File: src/rtl/idex_operand_stage.sv
// ID/EX operand stage: captures decoded fields, selects ALU operands, handles stall/flush and counts stalls.
// Optional writeback forwarding into the captured/held operands is enabled by defining IDEX_WB_FWD_EN.
module idex_operand_stage #(
  parameter int XLEN  = 64,
  parameter int CNT_W = 32
) (
  input  logic             clk,
  input  logic             rst,
  input  logic             in_valid,
  output logic             in_ready,
  input  logic [XLEN-1:0]  in_pc,
  input  logic [XLEN-1:0]  in_rs1_data,
  input  logic [XLEN-1:0]  in_rs2_data,
  input  logic [XLEN-1:0]  in_imm,
  input  logic [4:0]       in_rs1_addr,
  input  logic [4:0]       in_rs2_addr,
  input  logic [4:0]       in_rd_addr,
  input  logic             in_op1_sel,
  input  logic             in_op2_sel,
  input  logic [3:0]       in_alu_op,
  input  logic [2:0]       in_br_type,
  input  logic             in_rd_wen,
  input  logic             flush,
  input  logic             wb_wen,
  input  logic [4:0]       wb_rd,
  input  logic [XLEN-1:0]  wb_data,
  output logic             out_valid,
  input  logic             out_ready,
  output logic [XLEN-1:0]  op1,
  output logic [XLEN-1:0]  op2,
  output logic [3:0]       alu_op,
  output logic [XLEN-1:0]  out_pc,
  output logic [XLEN-1:0]  out_store_data,
  output logic [XLEN-1:0]  out_imm,
  output logic [4:0]       out_rd_addr,
  output logic             out_rd_wen,
  output logic [2:0]       out_br_type,
  output logic [CNT_W-1:0] stall_cnt
);

  logic            accept_s;
  logic            hold_s;
  logic [XLEN-1:0] rs1val_s;
  logic [XLEN-1:0] rs2val_s;
  logic [XLEN-1:0] op1_nxt_s;
  logic [XLEN-1:0] op2_nxt_s;
  logic [XLEN-1:0] sd_nxt_s;

  assign in_ready = !out_valid || out_ready;
  assign accept_s = in_valid && in_ready && !flush;
  assign hold_s   = out_valid && !out_ready && !flush;

`ifdef IDEX_WB_FWD_EN
  logic [4:0] rs1_addr_r;
  logic [4:0] rs2_addr_r;
  logic       op1_sel_r;
  logic       op2_sel_r;
  logic       fwd1_s;
  logic       fwd2_s;
  logic       hfwd1_s;
  logic       hfwd2_s;

  // Operand values with writeback forwarding at capture and onto the held payload
  always_comb begin
    fwd1_s   = wb_wen && (wb_rd == in_rs1_addr) && (in_rs1_addr != 5'd0);
    fwd2_s   = wb_wen && (wb_rd == in_rs2_addr) && (in_rs2_addr != 5'd0);
    hfwd1_s  = hold_s && wb_wen && (wb_rd == rs1_addr_r) && (rs1_addr_r != 5'd0);
    hfwd2_s  = hold_s && wb_wen && (wb_rd == rs2_addr_r) && (rs2_addr_r != 5'd0);
    rs1val_s = fwd1_s ? wb_data : in_rs1_data;
    rs2val_s = fwd2_s ? wb_data : in_rs2_data;
    if (accept_s) begin
      op1_nxt_s = in_op1_sel ? in_pc : rs1val_s;
      op2_nxt_s = in_op2_sel ? in_imm : rs2val_s;
      sd_nxt_s  = rs2val_s;
    end else begin
      op1_nxt_s = (hfwd1_s && !op1_sel_r) ? wb_data : op1;
      op2_nxt_s = (hfwd2_s && !op2_sel_r) ? wb_data : op2;
      sd_nxt_s  = hfwd2_s ? wb_data : out_store_data;
    end
  end

  // Source addresses and selects kept so a held instruction can still be forwarded into
  always_ff @(posedge clk or posedge rst) begin
    if (rst) begin
      rs1_addr_r <= 5'd0;
      rs2_addr_r <= 5'd0;
      op1_sel_r  <= 1'b0;
      op2_sel_r  <= 1'b0;
    end else if (accept_s) begin
      rs1_addr_r <= in_rs1_addr;
      rs2_addr_r <= in_rs2_addr;
      op1_sel_r  <= in_op1_sel;
      op2_sel_r  <= in_op2_sel;
    end
  end
`else
  logic unused_s;
  assign unused_s = ^{wb_wen, wb_rd, wb_data, in_rs1_addr, in_rs2_addr};

  // Operand values straight from the register file; decode interlocks on hazards
  always_comb begin
    rs1val_s = in_rs1_data;
    rs2val_s = in_rs2_data;
    if (accept_s) begin
      op1_nxt_s = in_op1_sel ? in_pc : rs1val_s;
      op2_nxt_s = in_op2_sel ? in_imm : rs2val_s;
      sd_nxt_s  = rs2val_s;
    end else begin
      op1_nxt_s = op1;
      op2_nxt_s = op2;
      sd_nxt_s  = out_store_data;
    end
  end
`endif

  // Handshake state and saturating stall counter
  always_ff @(posedge clk or posedge rst) begin
    if (rst) begin
      out_valid <= 1'b0;
      stall_cnt <= {CNT_W{1'b0}};
    end else begin
      if (flush) begin
        out_valid <= 1'b0;
      end else if (accept_s) begin
        out_valid <= 1'b1;
      end else if (out_ready) begin
        out_valid <= 1'b0;
      end
      if (hold_s && (stall_cnt != {CNT_W{1'b1}})) begin
        stall_cnt <= stall_cnt + {{(CNT_W-1){1'b0}}, 1'b1};
      end
    end
  end

  // Payload registers
  always_ff @(posedge clk or posedge rst) begin
    if (rst) begin
      op1            <= {XLEN{1'b0}};
      op2            <= {XLEN{1'b0}};
      out_store_data <= {XLEN{1'b0}};
      alu_op         <= 4'd0;
      out_pc         <= {XLEN{1'b0}};
      out_imm        <= {XLEN{1'b0}};
      out_rd_addr    <= 5'd0;
      out_rd_wen     <= 1'b0;
      out_br_type    <= 3'd0;
    end else begin
      op1            <= op1_nxt_s;
      op2            <= op2_nxt_s;
      out_store_data <= sd_nxt_s;
      if (accept_s) begin
        alu_op      <= in_alu_op;
        out_pc      <= in_pc;
        out_imm     <= in_imm;
        out_rd_addr <= in_rd_addr;
        out_rd_wen  <= in_rd_wen;
        out_br_type <= in_br_type;
      end
    end
  end

endmodule

File: config.mk
export PLATFORM = sky130hd
export DESIGN_NAME = idex_operand_stage
export DESIGN_NICKNAME = d
export VERILOG_FILES = /design/src/rtl/idex_operand_stage.sv
export SDC_FILE = /design/constraint.sdc
export NUM_CORES = 1
export LEC_CHECK = 0
export BUFFER_PORTS_ARGS = -buffer_cell sky130_fd_sc_hd__buf_2
export CAP_MARGIN = 5
export CORE_AREA = 4 4 283 285
export CTS_CLUSTER_DIAMETER = 40
export DETAILED_ROUTE_END_ITERATION = 7
export DIE_AREA = 0 0 287 289
export PLACE_DENSITY = 0.43
export SLEW_MARGIN = 5
export SYNTH_ARGS = -nofsm -noshare
export SYNTH_HDL_FRONTEND = slang
export SYNTH_SLANG_ARGS = --single-unit
File: constraint.sdc
create_clock -name clk -period 15.4 [get_ports clk]
set_clock_uncertainty 0.2 [all_clocks]
set_input_delay 3.08 -clock clk [delete_from_list [all_inputs] [get_ports clk]]
set_output_delay 3.08 -clock clk [all_outputs]
set_load 0.01 [all_outputs]
# [Word level (Yosys, flattened, before mapping)]
# Cells that the tools add are included.
[totals] ff_bits=366 latch_bits=0 mem_bits_rw=0 rom_bits=0 inputBits=356 wordCells=28 memories=0
[classes] n_addsub=1 multipliers=0 n_div=0 n_lt_le_gt_ge=0 n_eq_ne=1 shifts=0 muxes=5 n_bitwise=0 n_reduce_logical=10
[ops] cell="two-way mux 64 bit" count=2
[ops] cell="adder 32 x 1 -> 32 bit, second input constant" count=1
[ops] cell="!= test 32 bit, second input constant" count=1
[ops] cell="logical AND 1 bit" count=5
[ops] cell="logical NOT 1 bit" count=3
[ops] cell="two-way mux 1 bit" count=3
[ops] cell="nonzero test 3 bit" count=1
[ops] cell="logical OR 1 bit" count=1

# [Logic depth before layout (Yosys ltp)]
# Gate-level depths: netlist (run 1).
[logic_depth] depth_word=6 mapped_depth=7 ltp_nobuf=5

# [Worst setup path after synthesis (run 1)]
# Ideal clock, no wire load.
[synth_path] path_type="input to output" from="in out_ready" to="out in_ready" arrival_time_ps=3334 t_required_ps=12120 setup_slack_ps=8786 path_stages=2 path_buffers=0 cell_sequence="nor2b_1 -> inv_1"
[synth_between] elab_chain_len=1
[synth_lines] item="start: declaration" line_no="28" text="input logic out_ready,"
[synth_lines] item="logical OR 1 bit" line_no="49" text="assign in_ready = !out_valid || out_ready;"
[synth_lines] item="end: declaration" line_no="10" text="output logic in_ready,"
# Every way passes these cells.

# [Worst setup path after layout (run 1)]
# Ends and elaborated chain as after synthesis.

==> results of run 1 <==
==> layout by cell type (no fill, tap or decap), types with 7 or more instances in the layout <==
cell / n
a21oi_1: 129
and3_1: 7
buf_2: 640
buf_4: 14
bufinv_16: 15
clkbuf_16: 76
clkbuf_8: 11
clkinv_2: 13
dfrtp_1: 366
mux2_2: 206
mux2i_1: 128
nand2_1: 10
nand3_1: 12
nand4_1: 10
nor2_1: 135
nor3_1: 7
xnor2_1: 17
xor2_1: 13
==> power by group through the flow <==
stage                     sequential (mW)  clock (mW)  combinational (mW)
after CTS                            1.20        1.80               0.562
final                                1.20        1.74               0.546
after global routing                 1.22        1.85               0.596
after global placement               1.21           0               0.558
after detailed placement             1.21           0               0.561
after floorplan                      1.28           0               0.201
==> worst max-delay path, stage by stage <==
cell and delay [ns]:
buf_2 0.11, nor2b_1 0.20, inv_1 0.09, buf_2 0.16
==> path summary, 6_finish.rpt <==
| kind | startpoint | end | depth (start not counted) |
|---|---|---|---|
| worst max-delay path | out_ready | in_ready | 4 |
| worst min-delay path | stall_cnt[31]$_DFFE_PP0P_ | stall_cnt[31]$_DFFE_PP0P_ | 1 |
| worst max register to register | out_valid$_DFFE_PP0P_ | out_imm[56]$_DFFE_PP0P_ | 6 |
| worst min register to register | stall_cnt[31]$_DFFE_PP0P_ | stall_cnt[31]$_DFFE_PP0P_ | 1 |
| max in group asynchronous | rst | op2[29]$_DFFE_PP0P_ | 4 |
| min in group asynchronous | rst | op1[19]$_DFFE_PP0P_ | 2 |
==> kinds of logic after synthesis <==
group           after synthesis
compound gates              130
mux                         334
buf+inv                      69
xor+xnor                     30
simple gates                201
fa+ha+maj                     1
flops                       366
==> synth_stat cells (all sizes together) <==
cell type    n  area, µm²
xor2        13        114
buf         24        104
nor2       136        513
and3         7       43.8
ha           1       12.5
nor3         7       35.0
nor3b        6       45.0
or4          2       22.5
or2          1       6.26
dfrtp      366       9160
xnor2       17        149
a311oi       1       15.0
nor2b        1       6.26
nand3       12       60.1
a21oi      129        646
inv          3       11.3
and2         3       18.8
nand4       11       75.1
clkbuf      42        158
nand2       10       37.5
and4         3       26.3
mux2i      128       1280
nor4         1       6.26
mux2       206       2320
nor4b        1       15.0
==> per-stage QoR <==
stage	setup WS, ns	util [%]	std cells
6_report	8.48	28.4	2899
5_1_grt	8.43	28.4	2898
4_1_cts	8.48	28.4	2895
3_5_place_dp	8.48	24.9	2759
3_3_place_gp	8.47	24.9	2759
2_1_floorplan	1.96	-	1131
==> registers in the layout, summed over array words and instances (netlist names) <==
| signal | cells |
|---|---|
| alu_op | 4 |
| out_pc | 64 |
| op1 | 64 |
| out_rd_wen | 1 |
| out_rd_addr | 5 |
| op2 | 64 |
| out_store_data | 64 |
| out_br_type | 3 |
| out_valid | 1 |
| stall_cnt | 32 |
| out_imm | 64 |
==> per-layer routing <==
metal / vias up / share of wire (%) / track usage, %
li1: 5345 / - / -
met1: 5525 / 37 / 12.3
met2: 396 / 52 / 20.4
met3: 108 / 8.9 / 4.54
met4: 8 / 2.4 / 3.69
met5: - / 0.12 / 0
==> area by class of cell <==
class,count,area [µm²]
multi-input combinational,696,5450
sequential,366,9160
inverter,3,18.8
clock inverter,43,658
timing repair buffer,654,3310
antenna,4,10.0
tap,1040,1300
fill,8177,55400
clock buffer,93,2080
==> out/metrics.csv, run 1 <==
metric,value,unit
relSlewSlack,31.9,%
core,77300,µm²
swShare,26.2,%
cp.arrival,3.64,ns
power.density,159,nW/µm²
crit_fanout,3,
startpoint_type,input port,
dr.first_iter.drc_count,314,
power.internal,2.57,mW
avgSynthCellArea,13.2,µm²
drc_errors,0,
yosys.area_share.xor_xnor,1.77,%
gr-total-overflow,0,
io_pins,723,
fmax,144,MHz
finalHoldViolations,0,
clkPwrFrac,50.0,%
ctsHoldBuffers,0,
combPwrFrac,15.7,%
grt_max_degree,124,
wl_per_cell,17.2,µm
period_needed,6.92,ns
cts_setup_buffers,0,
grt_first_pass_wirelength,73900,µm
area_growth,47.7,%
fin_area,22000,µm²
synth_fp_nets,1488,
p_switching,0.913,mW
clock_latency,0.57,ns
synth-compound-area-share,4.44,%
setup_tns,0,ns
placed_area,19200,µm²
end_kind,output port,
fin_nets,2154,
cap_violations,0,
setup_viol,0,
start_util,19.2,%
num_rows,102,
synth_mux_area_share,24.2,%
port_buffers,642,
synth_cells,1131,
vias,11382,
synth_top_family_by_area,multiplexers,
cts_made_buffers,76,
seq_power_share,34.3,%
status,"finished, final reports clean",
peakVddDrop,0.0000922,V
gp_congestion,0.822,
clock_path_buffers,3,
clk_pin_slew,0.05,ns
rsz0062_at_grt,no,
drtPass1Iterations,4,
hold_path.class,flop to flop,
synth_area,14900,µm²
grt_pass1_vias,12110,
cts_resized,0,
antenna_left,0,
die-width,287,µm
worst_pin_slew,1.01,ns
leakagePower,10.4,nW
clock-sinks,366,
cts_tree,done,
worstPathRequired,12.12,ns
holdWs,0.291,ns
yosys.area_share.simple,6.12,%
hpwl,36400,µm
cts_max_level,3,
final.period_utilization,45.0,%
seq_area_frac_synth,61.6,%
die_height,289,µm
drive_gt1_share,53.9,%
ff2ff_setup_slack,11.41,ns
grtUsageTotal,11.4,%
routed_wl,49800,µm
worstSetupPathType,input port to output port,
die-area,82900,µm²
maxSlewViolCount,0,
synth_warnings,0,
avgViaCountPerCell,3.93,
yosys_register_bits,366,
grt_antenna_before_repair,8,
synthAdderAreaFrac,0.0841,%
clock-root-buffer,clkbuf_16,
ys_types,28,
total_power,3.49,mW
Power figures use the tool's default switching activity.
==> run 2, diff against run 1 <==
- clock period: 15.4 -> 7.2 ns (I/O delays scaled with it)
==> run 2 against run 1 <==
  * Sequential power increased by 110%
  * First-iteration DRC count increased by 16%
  * Register-to-register slack got worse by 7.3 ns
  * Sequential share of layout area decreased by 0.60 points
  * Global-route usage increased by 0.43 points
  * Critical path depth unchanged
  * Non-clock buffer count unchanged
  * Wire length increased by 2.9%
  * Largest cell class unchanged
  * Highest routed layer is now met4
==> out/metrics.csv, run 2 (synthesis gave the netlist of run 1 again) <==
metric,value,unit,change
grtUsageTotal,11.8,%,+0.43 points
min_to,stall_cnt[10]$_DFFE_PP0P_,,
die-width,287,µm,unchanged
power.density,347,nW/µm²,+120%
grt_pass1_vias,12401,,+2.4%
cts_max_level,3,,unchanged
cts_made_buffers,82,,+7.9%
avgViaCountPerCell,3.95,,+0.68%
worstSetupPathType,input port to output port,,
leakagePower,10.5,nW,+1.2%
peakVddDrop,0.000166,V,+80%
gr-total-overflow,0,,unchanged
io_pins,723,,unchanged
layoutNonFillerInstCount,2915,,+0.55%
die-area,82900,µm²,unchanged
ctsHoldBuffers,0,,unchanged
area_growth,49.9,%,
critPathSlowestCell,nor2b_1,,
clock-sinks,366,,unchanged
clk_pin_slew,0.05,ns,about the same
clock_path_buffers,3,,unchanged
cts_setup_buffers,0,,unchanged
grt_first_pass_wirelength,76300,µm,+3.2%
worstPathBufferInverterCount,3,,unchanged
core,77300,µm²,unchanged
r2r-end,stall_cnt[1]$_DFFE_PP0P_,,
grt_antenna_before_repair,8,,unchanged
start_util,19.2,%,unchanged
die_height,289,µm,unchanged
setup_viol,0,,unchanged
port_buffers,642,,unchanged
rr_worst_depth,5,,-1
relSlewSlack,24.4,%,-7.5 points
min_path_cells,1,,unchanged
worst_pin_slew,1.13,ns,+0.118 ns
dr.first_iter.drc_count,365,,+16%
fin_nets,2160,,+0.28%
worstPathRequired,5.56,ns,-6.56 ns
cpLargestDelayFamily,buffers and inverters,,
dp.cells,2759,,unchanged
maxSlewViolCount,0,,unchanged
path_cells,buf_2 > nor2b_1 > inv_1 > buf_2,,
hpwl,37300,µm,+2.6%
clock-root-buffer,clkbuf_16,,
routed_wl,51300,µm,+2.9%
cts_tree,done,,
status,"finished, final reports clean",,
wl_per_cell,17.6,µm,+2.4%
finalHoldViolations,0,,unchanged
gp_congestion,0.848,,+3.2%
final.period_utilization,50.7,%,
drtPass1Iterations,5,,+1
rsz0062_at_grt,no,,
antenna_left,0,,unchanged
mostFrequentLayoutCells,"buf_2, dfrtp_1, mux2_2, nor2_1, a21oi_1",,
ff2ff_setup_slack,4.14,ns,-7.27 ns
period_needed,3.65,ns,
clock_latency,0.59,ns,+0.02 ns
place_ws,3.12,ns,-5.36 ns
crit_fanout,3,,unchanged
setup_tns,0,ns,unchanged
crit_top_cell,buf_2,,
setup_ws,3.55,ns,-4.93 ns
vias,11523,,+1.2%
cap_violations,0,,unchanged
drc_errors,0,,unchanged
max_stage_delay,0.21,ns,about the same
end_kind,output port,,
num_rows,102,,unchanged
fmax,274,MHz,
grt_max_degree,190,,+53%
hp-start,stall_cnt[10]$_DFFE_PP0P_,,
mostFrequentLayoutCell,buf_2,,
startpoint_type,input port,,
cts_resized,0,,unchanged
drive_gt1_share,54.1,%,+0.21 points
cp.arrival,2.01,ns,-1.63 ns
hold_path.class,flop to flop,,
rr_startpoint,stall_cnt[13]$_DFFE_PP0P_,,
## run 2: final cells by class
type	instances	area, µm²
repair buffers	654	3360
well taps	1040	1300
inverters	3	15.0
fillers	8210	55000
clock buffers	106	2300
clock inverters	43	698
flip-flops and latches	366	9160
diodes	7	17.5
multi-input cells	696	5450
## run 2: stage by stage
step / power (mW) / instance area [µm²] / utilization, % / hold WS [ns]
2_1_floorplan: 3.17 / 14900 / - / 0.316
3_3_place_gp: 3.78 / 19300 / 24.9 / 0.276
3_5_place_dp: 3.80 / 19300 / 24.9 / 0.281
4_1_cts: 7.91 / 22300 / 28.8 / 0.293
5_1_grt: 8.14 / 22300 / 28.8 / 0.307
6_report: 7.75 / 22300 / 28.8 / 0.289
## run 2: routing by layer
metal  share of wire [%]  GRT usage (%)  routed length (µm)
met5                   0              0                   0
met4                 3.1           5.34                1580
met3                 8.3           4.15                4250
met2                  52           20.9               26500
met1                  37           12.8               18900
## run 2: worst max path at each step
| stage | cells past startpoint | slack, ns | start | endpoint |
|---|---|---|---|---|
| finish | 4 | 3.55 | out_ready | in_ready |
| global route | 4 | 3.48 | out_ready | in_ready |
| CTS | 4 | 3.55 | out_ready | in_ready |
| global placement | 6 | 3.07 | flush | stall_cnt[26]$_DFFE_PP0P_ |
| detailed placement | 6 | 3.12 | flush | stall_cnt[22]$_DFFE_PP0P_ |
| floorplan | 1 | 0.65 | rst | alu_op[0]$_DFFE_PP0P_ |
## run 2: power by group
group / total, mW / switching, mW / internal (mW)
sequential: 2.56 / 0.173 / 2.39
clock: 4.00 / 1.24 / 2.76
combinational: 1.18 / 0.644 / 0.539
==> run 3, diff against run 2 <==
- PLACE_DENSITY: 0.43 -> 0.44
- clock period: 7.2 -> 2.95 ns (I/O delays scaled with it)
==> run 3 against run 2 <==
  * Register-to-register slack lost 3.5 ns
  * Die area is the same
  * Via count grew 4.7%
  * Total power is 140% higher
  * Setup slack worse by 3.0 ns
  * Sequential power grew 140%
  * Cell area is 5.5% higher
  * Combinational power rose to 2.6 times the previous value
  * Hold slack got worse by 0.24 ns
  * Largest power group unchanged
==> out/metrics.csv, run 3 (synthesis gave the netlist of run 1 again) <==
metric,value,unit,change
status,"finished, final reports clean",,
io_pins,723,,unchanged
gr-total-overflow,0,,unchanged
relSlewSlack,64.8,%,+40 points
fmax,414,MHz,
antenna_left,0,,unchanged
rsz0062_at_grt,no,,
mostFrequentLayoutCells,"buf_2, dfrtp_1, mux2_2, nor2_1, a21oi_1",,
grtUsageTotal,11.8,%,-0.060 points
clock-sinks,366,,unchanged
worstPathRequired,3.24,ns,-2.32 ns
leakagePower,11.1,nW,+5.3%
hpwl,38200,µm,+2.5%
cts_made_buffers,78,,-4.9%
clk_pin_slew,0.04,ns,about the same
period_needed,2.42,ns,
power.density,778,nW/µm²,+120%
worstSetupPathType,input port to flop,,
fillers,8023,,-2.3%
dr.first_iter.drc_count,289,,-21%
die-area,82900,µm²,unchanged
routed_wl,51100,µm,-0.36%
drive_gt1_share,51.2,%,-2.8 points
fin_nets,2302,,+6.6%
grt_max_degree,71,,-63%
clock-root-buffer,clkbuf_16,,
core,77300,µm²,unchanged
peakVddDrop,0.000382,V,+130%
crit_fanout,5,,+2
avgViaCountPerCell,3.95,,about the same
maxSlewViolCount,0,,unchanged
start_util,19.2,%,unchanged
die-width,287,µm,unchanged
worst_pin_slew,0.528,ns,-0.603 ns
final.period_utilization,81.9,%,
fin_area,23500,µm²,+5.5%
num_rows,102,,unchanged
vias,12059,,+4.7%
cts_max_level,3,,unchanged
area_growth,58.2,%,
placed_area,19700,µm²,+1.9%
drtPass1Iterations,4,,-1
cts_resized,0,,unchanged
startpoint_type,input port,,
hold_path.class,input port to flop,,
wl_per_cell,16.7,µm,-4.8%
clock_latency,0.59,ns,about the same
cts_tree,done,,
drc_errors,0,,unchanged
setup_viol,0,,unchanged
layoutNonFillerInstCount,3052,,+4.7%
clock_path_buffers,3,,unchanged
cp.arrival,2.70,ns,+0.69 ns
mostFrequentLayoutCell,buf_2,,
cap_violations,0,,unchanged
finalHoldViolations,0,,unchanged
grt_antenna_before_repair,7,,-1
grt_first_pass_wirelength,77000,µm,+0.91%
grt_pass1_vias,13152,,+6.1%
dp.cells,2794,,+1.3%
gp_congestion,0.806,,-5.0%
port_buffers,642,,unchanged
die_height,289,µm,unchanged
end_kind,flop,,
[run 3: cell types whose count changed in the layout (fill, tap and decap cells not counted), sizes merged]
cell / previous run / this run
dlygate4sd3: 0 / 111
inv: 6 / 3
buf: 654 / 689
diode: 7 / 6
bufinv: 14 / 10
clkinvlp: 9 / 6
clkbuf: 106 / 107
clkinv: 17 / 18
[run 3: timing repair]
item	in CTS	in global routing
hold buffers	111	0
endpoints found under the hold margin	111	0
buffers inserted	0	0
[run 3: stage by stage]
step                      util (%)  hold WS [ns]  setup WS, ns  total power [mW]  setup TNS, ns
after floorplan                  -         0.316         -2.75              7.75       -1006.57
after global placement        25.4         0.279         0.529              9.28              0
after detailed placement      25.4         0.287         0.501              9.33              0
after CTS                     30.4      0.000154         0.566              18.7              0
after global routing          30.4     -0.000233         0.327              19.2              0
final                         30.4        0.0514         0.534              18.3              0
[run 3: path summary, 6_finish.rpt]
path / start / endpoint / slack (ns) / cells after the start
worst min-delay path: in_imm[19] / out_imm[19]$_DFFE_PP0P_ / 0.05 / 2
worst max register to register: stall_cnt[13]$_DFFE_PP0P_ / stall_cnt[28]$_DFFE_PP0P_ / 0.63 / 5
worst max-delay path: flush / stall_cnt[28]$_DFFE_PP0P_ / 0.53 / 8
worst min register to register: stall_cnt[26]$_DFFE_PP0P_ / stall_cnt[26]$_DFFE_PP0P_ / 0.29 / 1
min in group asynchronous: rst / out_pc[63]$_DFFE_PP0P_ / 0.06 / 3
max in group asynchronous: rst / out_pc[17]$_DFFE_PP0P_ / 1.96 / 4
[run 3: power breakdown]
part	internal [mW]	leakage (nW)	switching (mW)	total, mW
Sequential	5.83	4.27	0.428	6.26
Combinational	1.45	5.51	1.60	3.05
Clock	6.10	1.32	2.91	9.01
Total	13.4	11.1	4.94	18.3
[run 3: area by class of cell]
type                       count  area, µm²  share of cell area [%]
antenna                        6       15.0                  0.0638
clock buffer                 107       2190                    9.31
clock inverter                34        561                    2.38
inverter                       3       15.0                  0.0638
multi-input combinational    696       5450                    23.2
sequential                   366       9160                    38.9
tap                         1040       1300                    5.53
timing repair buffer         800       4840                    20.6
[run 3: critical path, stage by stage]
cell and delay [ns]:
dlygate4sd3_1 0.56, buf_2 0.16, nor3b_1 0.22, buf_4 0.17
nand4_1 0.24, or4_4 0.51, nor2_2 0.11, xor2_1 0.15
[run 3: routing by layer]
metal	routed length, µm	part of all wire [%]	global-route usage [%]	up-vias
met3	4080	8.0	4.22	125
met2	26100	51	20.7	447
li1	-	-	-	5627
met5	0	0	0	-
met4	2200	4.3	5.40	0
met1	18800	37	12.7	5860
